File: src/rtl/adc_channel_sequencer.sv
// Round-robin ADC channel sequencer: walks the enabled channels, captures the matching tagged sample and
// hands it downstream over valid/ready. Define ADC_AVG_EN to average 4 matching samples per channel.
module adc_channel_sequencer #(
    parameter int NUM_CH         = 8,
    parameter int SAMPLE_W       = 10,
    parameter int TIMEOUT_CYCLES = 4096
) (
    input  logic                clk,
    input  logic                rst,
    input  logic                enable,
    input  logic [NUM_CH-1:0]   ch_mask,
    input  logic                err_clr,
    output logic [3:0]          channel,
    input  logic                new_sample,
    input  logic [SAMPLE_W-1:0] sample,
    input  logic [3:0]          sample_channel,
    output logic                out_valid,
    input  logic                out_ready,
    output logic [3:0]          out_channel,
    output logic [SAMPLE_W-1:0] out_data,
    output logic                busy,
    output logic                frame_done,
    output logic                timeout_err
);

    localparam int TW = $clog2(TIMEOUT_CYCLES);
    localparam logic [TW-1:0] TMAX = TW'(TIMEOUT_CYCLES - 1);

    typedef enum logic [1:0] {
        ST_IDLE   = 2'd0,
        ST_SELECT = 2'd1,
        ST_WAIT   = 2'd2,
        ST_OUTPUT = 2'd3
    } state_t;

    state_t              r_state;
    state_t              w_state_nx;
    logic [3:0]          r_ptr;
    logic [NUM_CH-1:0]   r_mask;
    logic [TW-1:0]       r_tcnt;
    logic [3:0]          r_channel;
    logic                r_out_valid;
    logic [3:0]          r_out_channel;
    logic [SAMPLE_W-1:0] r_out_data;
    logic                r_busy;
    logic                r_frame_done;
    logic                r_timeout_err;

    logic                w_tag_hit;
    logic                w_wait_live;
    logic                w_match_final;
    logic                w_accept_partial;
    logic                w_timeout;
    logic                w_hs;
    logic                w_last;
    logic [3:0]          w_pick;
    logic [SAMPLE_W-1:0] w_result;

`ifdef ADC_AVG_EN
    logic [SAMPLE_W+1:0] r_sum;
    logic [1:0]          r_acc_cnt;
    logic [SAMPLE_W+1:0] w_sum_nx;
`endif

    // Lowest enabled index at or after ptr, wrapping; scanning k downward lets the smallest offset win.
    function automatic logic [3:0] f_pick(input logic [NUM_CH-1:0] mask, input logic [3:0] ptr);
        logic [3:0] pick;
        int         idx;
        pick = 4'd0;
        for (int k = NUM_CH - 1; k >= 0; k--) begin
            idx = (int'(ptr) + k) % NUM_CH;
            if (mask[idx]) begin
                pick = 4'(idx);
            end
        end
        return pick;
    endfunction

    function automatic logic [3:0] f_top(input logic [NUM_CH-1:0] mask);
        logic [3:0] top;
        top = 4'd0;
        for (int k = 0; k < NUM_CH; k++) begin
            if (mask[k]) begin
                top = 4'(k);
            end
        end
        return top;
    endfunction

    function automatic logic [3:0] f_wrap_inc(input logic [3:0] ch);
        return (int'(ch) >= NUM_CH - 1) ? 4'd0 : ch + 4'd1;
    endfunction

    assign w_tag_hit   = new_sample && (sample_channel == r_channel);
    assign w_wait_live = (r_state == ST_WAIT) && enable;
    assign w_hs        = (r_state == ST_OUTPUT) && r_out_valid && out_ready;
    assign w_last      = (r_channel == f_top(r_mask));
    assign w_pick      = f_pick(ch_mask, r_ptr);
    // Any accepted sample restarts the timeout, so a timeout can only fire on a cycle without one.
    assign w_timeout   = w_wait_live && !w_tag_hit && (r_tcnt == TMAX);

`ifdef ADC_AVG_EN
    assign w_sum_nx         = r_sum + {2'b00, sample};
    assign w_result         = w_sum_nx[SAMPLE_W+1:2];
    assign w_match_final    = w_wait_live && w_tag_hit && (r_acc_cnt == 2'd3);
    assign w_accept_partial = w_wait_live && w_tag_hit && (r_acc_cnt != 2'd3);
`else
    assign w_result         = sample;
    assign w_match_final    = w_wait_live && w_tag_hit;
    assign w_accept_partial = 1'b0;
`endif

    // State register.
    always_ff @(posedge clk or negedge rst) begin
        if (!rst) begin
            r_state <= ST_IDLE;
        end else begin
            r_state <= w_state_nx;
        end
    end

    // Next-state decode.
    always_comb begin
        w_state_nx = r_state;
        case (r_state)
            ST_IDLE: begin
                if (enable) begin
                    w_state_nx = ST_SELECT;
                end else begin
                    w_state_nx = ST_IDLE;
                end
            end
            ST_SELECT: begin
                if (!enable || (ch_mask == {NUM_CH{1'b0}})) begin
                    w_state_nx = ST_IDLE;
                end else begin
                    w_state_nx = ST_WAIT;
                end
            end
            ST_WAIT: begin
                if (!enable) begin
                    w_state_nx = ST_IDLE;
                end else if (w_match_final) begin
                    w_state_nx = ST_OUTPUT;
                end else if (w_timeout) begin
                    w_state_nx = ST_SELECT;
                end else begin
                    w_state_nx = ST_WAIT;
                end
            end
            ST_OUTPUT: begin
                if (w_hs) begin
                    w_state_nx = enable ? ST_SELECT : ST_IDLE;
                end else begin
                    w_state_nx = ST_OUTPUT;
                end
            end
            default: begin
                w_state_nx = ST_IDLE;
            end
        endcase
    end

    // Datapath, pointer, timeout counter and status flags.
    always_ff @(posedge clk or negedge rst) begin
        if (!rst) begin
            r_ptr         <= 4'd0;
            r_mask        <= {NUM_CH{1'b0}};
            r_tcnt        <= {TW{1'b0}};
            r_channel     <= 4'd0;
            r_out_valid   <= 1'b0;
            r_out_channel <= 4'd0;
            r_out_data    <= {SAMPLE_W{1'b0}};
            r_busy        <= 1'b0;
            r_frame_done  <= 1'b0;
            r_timeout_err <= 1'b0;
`ifdef ADC_AVG_EN
            r_sum         <= {(SAMPLE_W+2){1'b0}};
            r_acc_cnt     <= 2'd0;
`endif
        end else begin
            r_frame_done <= 1'b0;
            r_busy       <= (w_state_nx != ST_IDLE);
            if (w_timeout) begin
                r_timeout_err <= 1'b1;
            end else if (err_clr) begin
                r_timeout_err <= 1'b0;
            end else begin
                r_timeout_err <= r_timeout_err;
            end
            case (r_state)
                ST_SELECT: begin
                    if (enable && (ch_mask != {NUM_CH{1'b0}})) begin
                        r_channel <= w_pick;
                        r_mask    <= ch_mask;
                        r_tcnt    <= {TW{1'b0}};
`ifdef ADC_AVG_EN
                        r_sum     <= {(SAMPLE_W+2){1'b0}};
                        r_acc_cnt <= 2'd0;
`endif
                    end
                end
                ST_WAIT: begin
                    if (w_match_final) begin
                        r_out_valid   <= 1'b1;
                        r_out_data    <= w_result;
                        r_out_channel <= r_channel;
                    end else if (w_accept_partial) begin
`ifdef ADC_AVG_EN
                        r_sum     <= w_sum_nx;
                        r_acc_cnt <= r_acc_cnt + 2'd1;
`endif
                        r_tcnt    <= {TW{1'b0}};
                    end else if (w_timeout) begin
                        r_ptr        <= f_wrap_inc(r_channel);
                        r_frame_done <= w_last;
                    end else if (enable) begin
                        r_tcnt <= r_tcnt + TW'(1);
                    end
                end
                ST_OUTPUT: begin
                    if (w_hs) begin
                        r_out_valid  <= 1'b0;
                        r_ptr        <= f_wrap_inc(r_channel);
                        r_frame_done <= w_last;
                    end
                end
                default: begin
                end
            endcase
        end
    end

    assign channel     = r_channel;
    assign out_valid   = r_out_valid;
    assign out_channel = r_out_channel;
    assign out_data    = r_out_data;
    assign busy        = r_busy;
    assign frame_done  = r_frame_done;
    assign timeout_err = r_timeout_err;

endmodule

File: config.mk
export PLATFORM = sky130hd
export DESIGN_NAME = adc_channel_sequencer
export DESIGN_NICKNAME = d
export VERILOG_FILES = /design/src/rtl/adc_channel_sequencer.sv
export SDC_FILE = /design/constraint.sdc
export NUM_CORES = 1
export LEC_CHECK = 0
export CORE_UTILIZATION = 55
export CTS_CLUSTER_SIZE = 20
export DETAILED_ROUTE_END_ITERATION = 6
export DONT_BUFFER_PORTS = 1
export GPL_TIMING_DRIVEN = 0
export PLACE_DENSITY = 0.78
export SLEW_MARGIN = 10
export SYNTH_ARGS = -nofsm -noshare
export SYNTH_HDL_FRONTEND = slang
export SYNTH_SLANG_ARGS = --single-unit
export TNS_END_PERCENT = 5
File: constraint.sdc
create_clock -name clk -period 3.7 [get_ports clk]
set_input_delay 0.74 -clock clk [delete_from_list [all_inputs] [get_ports clk]]
set_output_delay 0.74 -clock clk [all_outputs]
set_load 0.02 [all_outputs]
Yosys cells after proc, flatten, opt, wreduce, memory -nomap -nowiden
Index checks and enable logic that the tools add are counted.
{ "word_totals": {"elab_cells": 143, "ff_bits": 47, "output_inout_bits": 22, "inputBits": 28} }
{ "op_classes": {"n_eq_ne": 13, "addsub": 9, "n_bitwise": 7, "reduce_logical": 30, "order_cmp": 9, "n_mux": 64} }
{ "op_table": {"columns": ["op", "count"], "rows": [
  ["two-way mux 12 bit", 4],
  ["< comparator 4 x 5 -> 1 bit (second input constant)", 7],
  ["two-way mux 4 bit", 8],
  ["binary-select mux 1 bit (select 3 bit)", 8],
  ["two-way mux 1 bit", 24],
  ["two-way mux 3 bit", 8],
  ["one-hot mux 12 bit (2 select lines)", 1],
  ["OR reduction 3 bit", 7],
  ["two-way mux 2 bit", 7],
  ["!= test 2 bit (second input constant)", 7],
  ["adder 12 x 1 -> 12 bit (second input constant)", 1],
  ["adder 3 bit (second input constant)", 4],
  ["== test 12 bit (second input constant)", 1],
  ["logical AND 1 bit", 8],
  ["zero test 8 bit", 1],
  ["one-hot mux 2 bit (4 select lines)", 1],
  ["nonzero test 2 bit", 4],
  ["nonzero test 8 bit", 1],
  ["bitwise AND 1 bit (first input constant)", 7],
  ["adder 3 x 1 -> 3 bit (second input constant)", 2],
  ["adder 3 x 2 -> 3 bit (second input constant)", 2],
  ["one-hot mux 3 bit (2 select lines)", 1],
  ["AND reduction 5 bit", 1],
  ["== test 2 bit (second input constant)", 2],
  ["12 further kinds", 15]
]} }

Depth between registers and ports, before layout
Gate-level depths: netlist (run 1).
{ "logic_depth": {"depth_word": 14, "depth_mapped": 11, "mapped_depth_nobuf": 8} }

Worst setup path before layout (run 1)
Ideal clock, no wire load.
{ "synth_timing": {"kind": "reg2reg", "startpoint": "register r_ptr[0]", "endpoint": "register r_channel[1] (netlist: channel[1])", "path_buffers": 3, "t_arrival_ns": 2.894, "slack_ns": 0.740, "stages_incl_launch_ff": 12, "setup_ns": 0.065, "period_less_slack_ns": 2.960, "cell_sequence": "dfrtp_1 buf_6 buf_2 inv_1 ha_1 buf_6 inv_2 mux4_1 mux2i_4 nor2_1 a2111oi_2 o22a_1"} }
{ "synth_between": {"elab_chain_len": 12} }
{ "synth_rtl": {"columns": ["item", "line_no", "source"], "rows": [
  ["start, declared", "38", "logic [3:0] r_ptr;"],
  ["start signal, assigned", "215", "r_ptr <= f_wrap_inc(r_channel);"],
  ["start signal, assigned", "224", "r_ptr <= f_wrap_inc(r_channel);"],
  ["adder 3 bit", "71", "idx = (int'(ptr) + k) % NUM_CH;"],
  ["binary-select mux 1 bit (select 3 bit)", "72", "if (mask[idx]) begin"],
  ["two-way mux 1 bit (implied by the code) (2 in a row)", "72", null],
  ["two-way mux 4 bit (7 in a row)", "72", null],
  ["two-way mux 4 bit (*)", "72", null],
  ["end signal, assigned", "194", "r_channel <= w_pick;"],
  ["end, declared", "41", "logic [3:0] r_channel;"]
]} }
Every way passes the cells marked *; elsewhere a longest branch is shown, timed or not. The select of a mux whose other input is x is not followed.
A chain may end at the register's enable or synchronous reset.

Worst setup path after layout (run 1)
Same ends and word-level chain as after synthesis.

==> flow_summary.toml, run 1 <==
[run_status]
status = "complete, no violations"

[logic_synthesis]
synth_most_common_cell = "dfrtp_1"
netlist_top_cells_count = "44 x dfrtp_1, 36 x nand2_1, 19 x nor2_1"
avgSynthCellArea_um2 = 10.4
synth-edff-count = 0
ys_top_cells_by_area = "dfrtp_1 35%, mux4_2 10%, mux2_2 6.4%, nand2_1 4.3%, xnor2_1 3.9%"
ys_seq_area_frac = 0.350
ys.flop_type = "dfrtp_1"
synth_top_area_frac = 0.350
async_reset_ff_frac = 1.00
yosysWarnings = 0
yosysTopAreaCell = "dfrtp_1"
ys_ff_latch = 44
syn_area_um2 = 3140
netlist-cell-type-count = 60
netlist_instances = 301

[critical_path]
crit_slowest_cell = "mux4_1"
reg2reg_depth = 11
reg2reg_slack_ns = 0.36
worstPathCellList = "buf_6, buf_2, inv_1, ha_1, buf_6, inv_2, mux4_1, mux2i_4, nor2_1, a2111oi_2, o22a_1"
crit_top_cell = "buf_6"
setup.worst_path.start = "r_ptr[0]"
r2r-start = "r_ptr[0]"
crit_path_start_kind = "register"
crit_path_max_incr_delay_ns = 0.61
cp-endpoint = "channel[1]"
cp_data_arrival_time_ns = 3.57
end_kind = "register"
required_ns = 3.93
r2r_end = "channel[1]"
path_class = "reg2reg"
worstPathMaxFanout = 10

[clocking]
cts_buffers = 5
htree_levels = 2
cts_setup_buffers = 0
cts_tree = "built"
clkSinkCount = 44
cts_resized = 0
cts_buffer_depth = 2
insertion_delay_ns = 0.29
path_clk_slew_ns = 0.08
clockRootBuffer = "clkbuf_8"
cts_hold_buf = 0

[global_route]
grt_pass1_vias = 2515
grt_pass1_wl_mm = 12.0
grt_usage = 0.256
grt_max_degree = 45
grt_overflow_total = 0
grt_antenna_before_repair = 0

[cells_and_area]
fin_nets = 342
antenna_cells = 0
final_util = 0.606
syn2layout_area_growth_pct = 6.09
multi_input_comb_area_um2 = 1880
n_fill_cell = 454
seqCellArea_um2 = 1100
layout-drive-gt1-share = 0.210

[die]
ios = 50
std_cell_rows = 27
dieHeight_um = 77.6
die_w_um = 77.6
start_util = 0.571
coreArea_um2 = 5510
dieArea_um2 = 6020

[route]
drt-wirelength-per-cell_um = 18.4
dr_total_vias = 2435
ant_nets = 0
drc = 0
drtIter0Drc = 257
drt-vias-per-instance = 6.37
drt-total-wl_mm = 7.01
firstDrtPassIters = 7

[placement]
portBuffers = 0
gp_congestion = 0.915
post-dp-hpwl_mm = 5.07

[timing]
setup_viol = 0
period_needed_ns = 3.34
worst_pin_slew_ns = 0.581
finClkSkew_ns = 0.00623
rsz0062_at_grt = "false"
fin_tns_setup_ns = 0
hold_viol = 0
slew_violations = 0
finalCritPeriodShare = 0.904
slew_headroom = 0.609
max_freq_mhz = 299

[pwr]
peakVddDrop_mv = 0.508
comb_power_share = 0.541
p_total_w = 0.00255
clockPowerShare = 0.122
netSwitchingFraction = 0.434
netSwitchingPower_w = 0.00111
p_int_w = 0.00144
power_density_nw_per_um2 = 765
leakagePower_nw = 1.41
seqPwrFrac = 0.337

[flow_run]
maxCapViolations = 0

[min_path]
hp-class = "in2async"
==> placed cells by master, fill, tap and decap left out, types with 4 or more instances in the layout <==
master	n
a21oi_1	9
buf_6	4
clkbuf_1	12
clkbuf_8	7
dfrtp_1	44
ha_1	5
inv_1	9
mux2_2	18
mux2i_1	11
mux4_2	14
nand2_1	36
nand2b_1	4
nand3_1	6
nand4_1	4
nor2_1	19
nor3_1	6
nor4_1	7
o21ai_0	8
o22ai_1	4
xnor2_1	14
==> flip-flops by register name (all words and copies together), names as in the netlist <==
name / count
busy: 1
channel: 3
frame_done: 1
out_channel: 3
out_data: 10
out_valid: 1
r_mask: 7
r_ptr: 3
r_state: 2
r_tcnt: 12
timeout_err: 1
==> worst max-delay path: cells and delay by family (launching register included) <==
kind	cells	cell delay, ns
buffers and inverters	5	0.94
multiplexers	2	0.82
AO/OA/AOI/OAI	2	0.52
flip-flops	1	0.49
adder cells (fa/ha/maj)	1	0.43
AND/OR/NAND/NOR	1	0.08
==> cell families after synthesis <==
kind of cell               synth area share
AOI/OAI and AO/OA                     0.112
xor gates and xnor gates             0.0526
adders and majority gates            0.0199
buffers and inverters                0.0541
DFF                                   0.350
muxes                                 0.241
other                               0.00119
and+or+nand+nor                       0.168
==> final cells by class <==
type / instances / share of cell area
well taps: 72 / 0.0270
plain buffers: 21 / 0.0386
clock buffers: 6 / 0.0248
flip-flops and latches: 44 / 0.330
inverters: 11 / 0.0124
multi-input cells: 226 / 0.562
clock inverters: 2 / 0.00450
==> routing by layer <==
layer	GRT usage	up-vias	routed length, um
met3	0.0565	29	632
met2	0.407	142	3230
li1	-	1123	-
met4	0.123	0	238
met5	0	-	0
met1	0.332	1141	2910
==> power groups by stage <==
stage          clock network (W)  logic, W  registers [W]
6_report                0.000311   0.00138       0.000860
5_1_grt                 0.000337   0.00152       0.000883
4_1_cts                 0.000319   0.00136       0.000862
3_5_place_dp                   0   0.00136       0.000868
3_3_place_gp                   0   0.00132       0.000859
2_1_floorplan                  0   0.00113       0.000818
==> worst min path at each step <==
stage	from	to
final	rst	r_tcnt[3]
after floorplan	rst	busy
after detailed placement	rst	r_tcnt[6]
after CTS	rst	r_tcnt[4]
after global routing	rst	r_tcnt[4]
after global placement	rst	r_tcnt[6]
==> stage by stage <==
| step | cell area [um2] | setup slack (ns) | instances | hold WS, ns |
|---|---|---|---|---|
| floorplan | 3150 | 0.740 | 302 | 0.444 |
| global placement | 3240 | 0.470 | 374 | 0.446 |
| detailed placement | 3240 | 0.386 | 374 | 0.446 |
| CTS | 3330 | 0.361 | 382 | 0.125 |
| global route | 3330 | 0.161 | 382 | 0.116 |
| finish | 3330 | 0.356 | 382 | 0.132 |
Note: power is estimated with default switching activity, not from simulation.
==> run 2: changes to the inputs <==
--- a/config.mk
+++ b/config.mk
@@ -10,7 +10,7 @@
 export DETAILED_ROUTE_END_ITERATION = 6
 export DONT_BUFFER_PORTS = 1
 export GPL_TIMING_DRIVEN = 0
-export PLACE_DENSITY = 0.78
+export PLACE_DENSITY = 0.7
 export SLEW_MARGIN = 10
 export SYNTH_ARGS = -nofsm -noshare
 export SYNTH_HDL_FRONTEND = slang
==> run 2 against run 1 <==
  * Final area is 0.15% lower
  * Clock power is 3% lower
  * Count of clock-buffer cells in the layout stayed put
  * Clock skew is 0.0037 ns higher
  * First-iteration DRC count is 9.3% lower
  * Power is 0.98% lower
  * Cell count stayed put
  * Sequential share of layout area hardly changed
  * Register-to-register slack hardly changed
  * Largest cell class unchanged
  * Die area stayed put
  * Critical endpoint unchanged
  * Largest power group unchanged
==> flow_summary.toml, run 2 (synthesis results as in run 1) <==
[run_status]
status = "complete, no violations"

[placement]
portBuffers = 0
post-dp-hpwl_mm = 5.11
dpl_cell_area_um2 = 3240
dpl_worst_slack_ns = 0.422
gp_congestion = 0.940

[route]
wl_met3_um = 597
dr_total_vias = 2416
drtIter0Drc = 233
wirelength_met1_mm = 3.03
ant_nets = 0
drt-vias-per-instance = 6.32
drt-wirelength-per-cell_um = 18.3
wl_met2_mm = 3.20
drt-total-wl_mm = 6.97
top_layer = "met4"
firstDrtPassIters = 4
drc = 0

[cells_and_area]
largest_register = "r_tcnt"
layout-drive-gt1-share = 0.210
largest_register_ffs = 12
fin_nets = 342
final_common_cell = "dfrtp_1"
final_cell_mix = "44 x dfrtp_1, 36 x nand2_1, 19 x nor2_1, 18 x mux2_2"
syn2layout_area_growth_pct = 5.93
antenna_cells = 0
final_area_um2 = 3330
n_fill_cell = 441

[critical_path]
cp_data_arrival_time_ns = 3.59
end_kind = "register"
reg2reg_depth = 11
r2r-start = "r_ptr[0]"
required_ns = 3.94
reg2reg_slack_ns = 0.35
crit_path_start_kind = "register"
path_class = "reg2reg"
worstPathMaxFanout = 10
r2r_end = "channel[1]"

[timing]
rsz0062_at_grt = "false"
slew_headroom = 0.508
max_freq_mhz = 299
hold_viol = 0
whs_ns = 0.134
finClkSkew_ns = 0.00994
setup_viol = 0
fin_tns_setup_ns = 0
period_needed_ns = 3.35
finalWorstSetupSlack_ns = 0.354
worst_pin_slew_ns = 0.731
finalCritPeriodShare = 0.904
slew_violations = 0

[pwr]
power_density_nw_per_um2 = 758
p_total_w = 0.00253
seqPwrFrac = 0.340
clockPowerShare = 0.120
netSwitchingFraction = 0.429
comb_power_share = 0.541
netSwitchingPower_w = 0.00108
leakagePower_nw = 1.42
peakVddDrop_mv = 0.453
p_int_w = 0.00144

[die]
dieHeight_um = 77.6
start_util = 0.571
die_w_um = 77.6
dieArea_um2 = 6020
std_cell_rows = 27
coreArea_um2 = 5510
ios = 50

[global_route]
grt_pass1_wl_mm = 11.9
grt_pass1_vias = 2428
grt_antenna_before_repair = 0
grt_max_degree = 45
grt_overflow_total = 0
grt_usage = 0.254

[clocking]
clkSinkCount = 44
cts_tree = "built"
insertion_delay_ns = 0.30
cts_hold_buf = 0
path_clk_slew_ns = 0.08
cts_buffers = 5
clockRootBuffer = "clkbuf_8"
htree_levels = 2
cts_resized = 0
cts_buffer_depth = 2
cts_setup_buffers = 0

[flow_run]
maxCapViolations = 0

[min_path]
hp-class = "in2async"
[run 2: cell types whose count changed in the layout (fill, tap and decap cells not counted)]
cell,change
clkinv_2,+2
clkinvlp_4,-2
[run 2: worst max-delay path, cell delays in order, from the launching register on]
cell and delay (ns):
dfrtp_1 0.50, buf_6 0.22, buf_2 0.25, inv_1 0.19, ha_1 0.41, buf_6 0.18, inv_2 0.09, mux4_1 0.60
mux2i_4 0.21, nor2_1 0.07, a2111oi_2 0.37, o22a_1 0.20
[run 2: worst max path at each step]
stage / start / end / slack (ns) / cells past startpoint
after global routing: r_ptr[0] / channel[1] / 0.17 / 11
after floorplan: r_ptr[0] / channel[1] / 0.74 / 11
after global placement: r_ptr[0] / channel[1] / 0.41 / 11
after detailed placement: r_ptr[0] / channel[1] / 0.42 / 11
after CTS: r_ptr[0] / channel[1] / 0.39 / 11
final: r_ptr[0] / channel[1] / 0.35 / 11
[run 2: power by group through the flow]
stage / clock, W / sequential, W / combinational [W]
3_5_place_dp: 0 / 0.000865 / 0.00134
2_1_floorplan: 0 / 0.000818 / 0.00113
5_1_grt: 0.000330 / 0.000878 / 0.00149
4_1_cts: 0.000312 / 0.000857 / 0.00135
3_3_place_gp: 0 / 0.000862 / 0.00132
6_report: 0.000302 / 0.000858 / 0.00137
[run 2: cell type report]
cell class / instances / area (um2) / area share
well taps: 72 / 90.1 / 0.0271
multi-input cells: 226 / 1880 / 0.563
plain buffers: 21 / 129 / 0.0387
flip-flops and latches: 44 / 1100 / 0.331
clock buffers: 6 / 82.6 / 0.0248
inverters: 11 / 41.3 / 0.0124
clock inverters: 2 / 10.0 / 0.00301
[run 2: metrics by stage]
step | util | cells
6_report | 0.605 | 382
4_1_cts | 0.605 | 382
5_1_grt | 0.605 | 382
3_5_place_dp | 0.588 | 374
3_3_place_gp | 0.588 | 374
2_1_floorplan | - | 302
[run 2: layer usage]
layer  global-route usage  vias to the layer above
met4                0.100                        0
met1                0.355                     1174
met5                    0                        -
li1                     -                     1116
met2                0.394                      111
met3               0.0424                       15
==> run 3: changes to the inputs <==
--- a/config.mk
+++ b/config.mk
@@ -5,12 +5,11 @@
 export SDC_FILE = /design/constraint.sdc
 export NUM_CORES = 1
 export LEC_CHECK = 0
-export CORE_UTILIZATION = 55
+export CORE_UTILIZATION = 40
 export CTS_CLUSTER_SIZE = 20
 export DETAILED_ROUTE_END_ITERATION = 6
 export DONT_BUFFER_PORTS = 1
 export GPL_TIMING_DRIVEN = 0
-export PLACE_DENSITY = 0.7
 export SLEW_MARGIN = 10
 export SYNTH_ARGS = -nofsm -noshare
 export SYNTH_HDL_FRONTEND = slang
==> constraint.sdc (replaced) <==
create_clock -name clk -period 2.85 [get_ports clk]
set_input_delay 0.57 -clock clk [delete_from_list [all_inputs] [get_ports clk]]
set_output_delay 0.57 -clock clk [all_outputs]
set_load 0.02 [all_outputs]
==> run 3 against run 2 <==
  * Maximum frequency grew 26%
  * Hold slack lost 0.014 ns
  * Clock skew shrank 0.0037 ns
  * Non-clock buffer count grew 2
  * Die area grew 36%
  * Clock power grew 69%
  * Critical path type unchanged
  * Largest power group unchanged
==> flow_summary.toml, run 3 (synthesis results as in run 1) <==
[die]
coreArea_um2 = 7410
dieHeight_um = 90.6
start_util = 0.424
std_cell_rows = 31
die_w_um = 90.6
ios = 50
dieArea_um2 = 8220

[clocking]
cts_buffers = 5
cts_tree = "built"
clkSinkCount = 44
htree_levels = 2
cts_buffer_depth = 2
clockRootBuffer = "clkbuf_8"
path_clk_slew_ns = 0.08
insertion_delay_ns = 0.29

[route]
drtIter0Drc = 132
firstDrtPassIters = 4
drc = 0
drt-total-wl_mm = 7.37
drt-vias-per-instance = 5.85
drt-wirelength-per-cell_um = 17.9
dr_total_vias = 2405
ant_nets = 0

[cells_and_area]
antenna_cells = 0
final_common_cell = "dfrtp_1"
fin_nets = 344
final_area_um2 = 3460
largest_register = "r_tcnt"
largest_register_ffs = 12
n_fill_cell = 686
syn2layout_area_growth_pct = 9.95
layout-drive-gt1-share = 0.234
final_cell_mix = "43 x dfrtp_1, 36 x nand2_1, 19 x nor2_1, 18 x mux2_2, 15 x mux4_2"

[pwr]
peakVddDrop_mv = 0.487
clockPowerShare = 0.146
comb_power_share = 0.537
leakagePower_nw = 1.44
seqPwrFrac = 0.317
power_density_nw_per_um2 = 1010
netSwitchingPower_w = 0.00145
netSwitchingFraction = 0.416
p_int_w = 0.00204

[flow_run]
maxCapViolations = 0

[run_status]
status = "complete, no violations"

[timing]
setup_viol = 0
max_freq_mhz = 375
finClkSkew_ns = 0.00622
finalCritPeriodShare = 0.935
fin_tns_setup_ns = 0
hold_viol = 0
whs_ns = 0.119
period_needed_ns = 2.66
worst_pin_slew_ns = 0.553
slew_headroom = 0.628
rsz0062_at_grt = "false"
slew_violations = 0

[placement]
dpl_cell_area_um2 = 3270
post-dp-hpwl_mm = 5.29
gp_congestion = 0.943
portBuffers = 0

[critical_path]
r2r-start = "r_ptr[0]"
crit_slowest_cell = "mux4_2"
worstPathMaxFanout = 6
reg2reg_slack_ns = 0.19
required_ns = 3.05
worstPathCellList = "buf_4, ha_1, xor2_2, mux4_2, a2111o_1, nor3b_1, o22a_1, a21oi_1"
r2r_end = "channel[0]"
cp_data_arrival_time_ns = 2.86
end_kind = "register"
critical-path-top-delay-family = "compound AO/OA/AOI/OAI gates"
crit_path_max_incr_delay_ns = 0.44
crit_path_start_kind = "register"
path_class = "reg2reg"
worst-path-buf-inv = 1
reg2reg_depth = 8

[global_route]
grt_max_degree = 45
grt_antenna_before_repair = 0
grt_pass1_wl_mm = 12.3
grt_pass1_vias = 2530
grt_usage = 0.189
grt_overflow_total = 0

[min_path]
hp-class = "in2async"
## run 3: changes by cell type in the layout (fill, tap and decap cells not counted), sizes merged
cell,before,now
bufinv,0,1
buf,8,10
clkinv,2,0
clkbuf,19,20
## run 3: power by group through the flow
stage	registers (W)	logic, W	clock network, W
floorplan	0.00106	0.00147	0
global placement	0.00112	0.00175	0
detailed placement	0.00112	0.00176	0
CTS	0.00111	0.00183	0.000522
global route	0.00113	0.00206	0.000548
finish	0.00111	0.00188	0.000511
## run 3: routing by layer
layer,vias up,wire [um],part of all wire,GRT usage
met5,-,0,0,0
met3,12,700,0.095,0.0412
li1,1124,-,-,-
met2,110,3430,0.46,0.310
met4,0,126,0.017,0.0645
met1,1159,3120,0.42,0.247
## run 3: how the worst max path moves through the flow
stage / from / to / slack (ns) / cells after the start
2_1_floorplan: r_ptr[0] / channel[1] / 0.05 / 11
3_3_place_gp: r_ptr[0] / channel[1] / -0.22 / 11
3_5_place_dp: r_ptr[0] / channel[1] / -0.22 / 11
4_1_cts: r_ptr[0] / channel[1] / 0.006 / 11
5_1_grt: r_ptr[0] / channel[0] / 0.07 / 8
6_report: r_ptr[0] / channel[0] / 0.19 / 8
## run 3: layout make-up
| cell class | instances | area (um2) | area share |
|---|---|---|---|
| Buffer | 20 | 124 | 0.0358 |
| Clock buffer | 7 | 96.3 | 0.0279 |
| Clock inverter | 1 | 30.0 | 0.00869 |
| Inverter | 11 | 48.8 | 0.0141 |
| Multi-Input combinational cell | 226 | 1900 | 0.549 |
| Sequential cell | 44 | 1100 | 0.319 |
| Tap cell | 99 | 124 | 0.0358 |
| Timing Repair Buffer | 3 | 35.0 | 0.0101 |
## run 3: worst register-to-register path, stage by stage (launching register included)
cell and delay [ns]:
dfrtp_2 0.41, buf_4 0.15, ha_1 0.27, xor2_2 0.37, mux4_2 0.44, a2111o_1 0.41
nor3b_1 0.14, o22a_1 0.21, a21oi_1 0.18
## run 3: timing repair
| item | CTS | global route |
|---|---|---|
| cloned | 0 | 0 |
| resized for setup | 3 | 6 |
| hold endpoints to repair | 44 | 0 |
| setup buffers | 2 | 0 |
| hold buffers | 1 | 0 |
| pin swaps | 0 | 1 |
| setup endpoints to repair | 2 | 3 |
## run 3: through the flow
stage               std cells  setup WS [ns]  utilization  total power (W)
floorplan                 302         0.0467            -          0.00254
global placement          401         -0.222        0.442          0.00287
detailed placement        401         -0.223        0.442          0.00288
CTS                       412        0.00619        0.464          0.00346
global route              411         0.0666        0.466          0.00374
finish                    411          0.186        0.466          0.00349
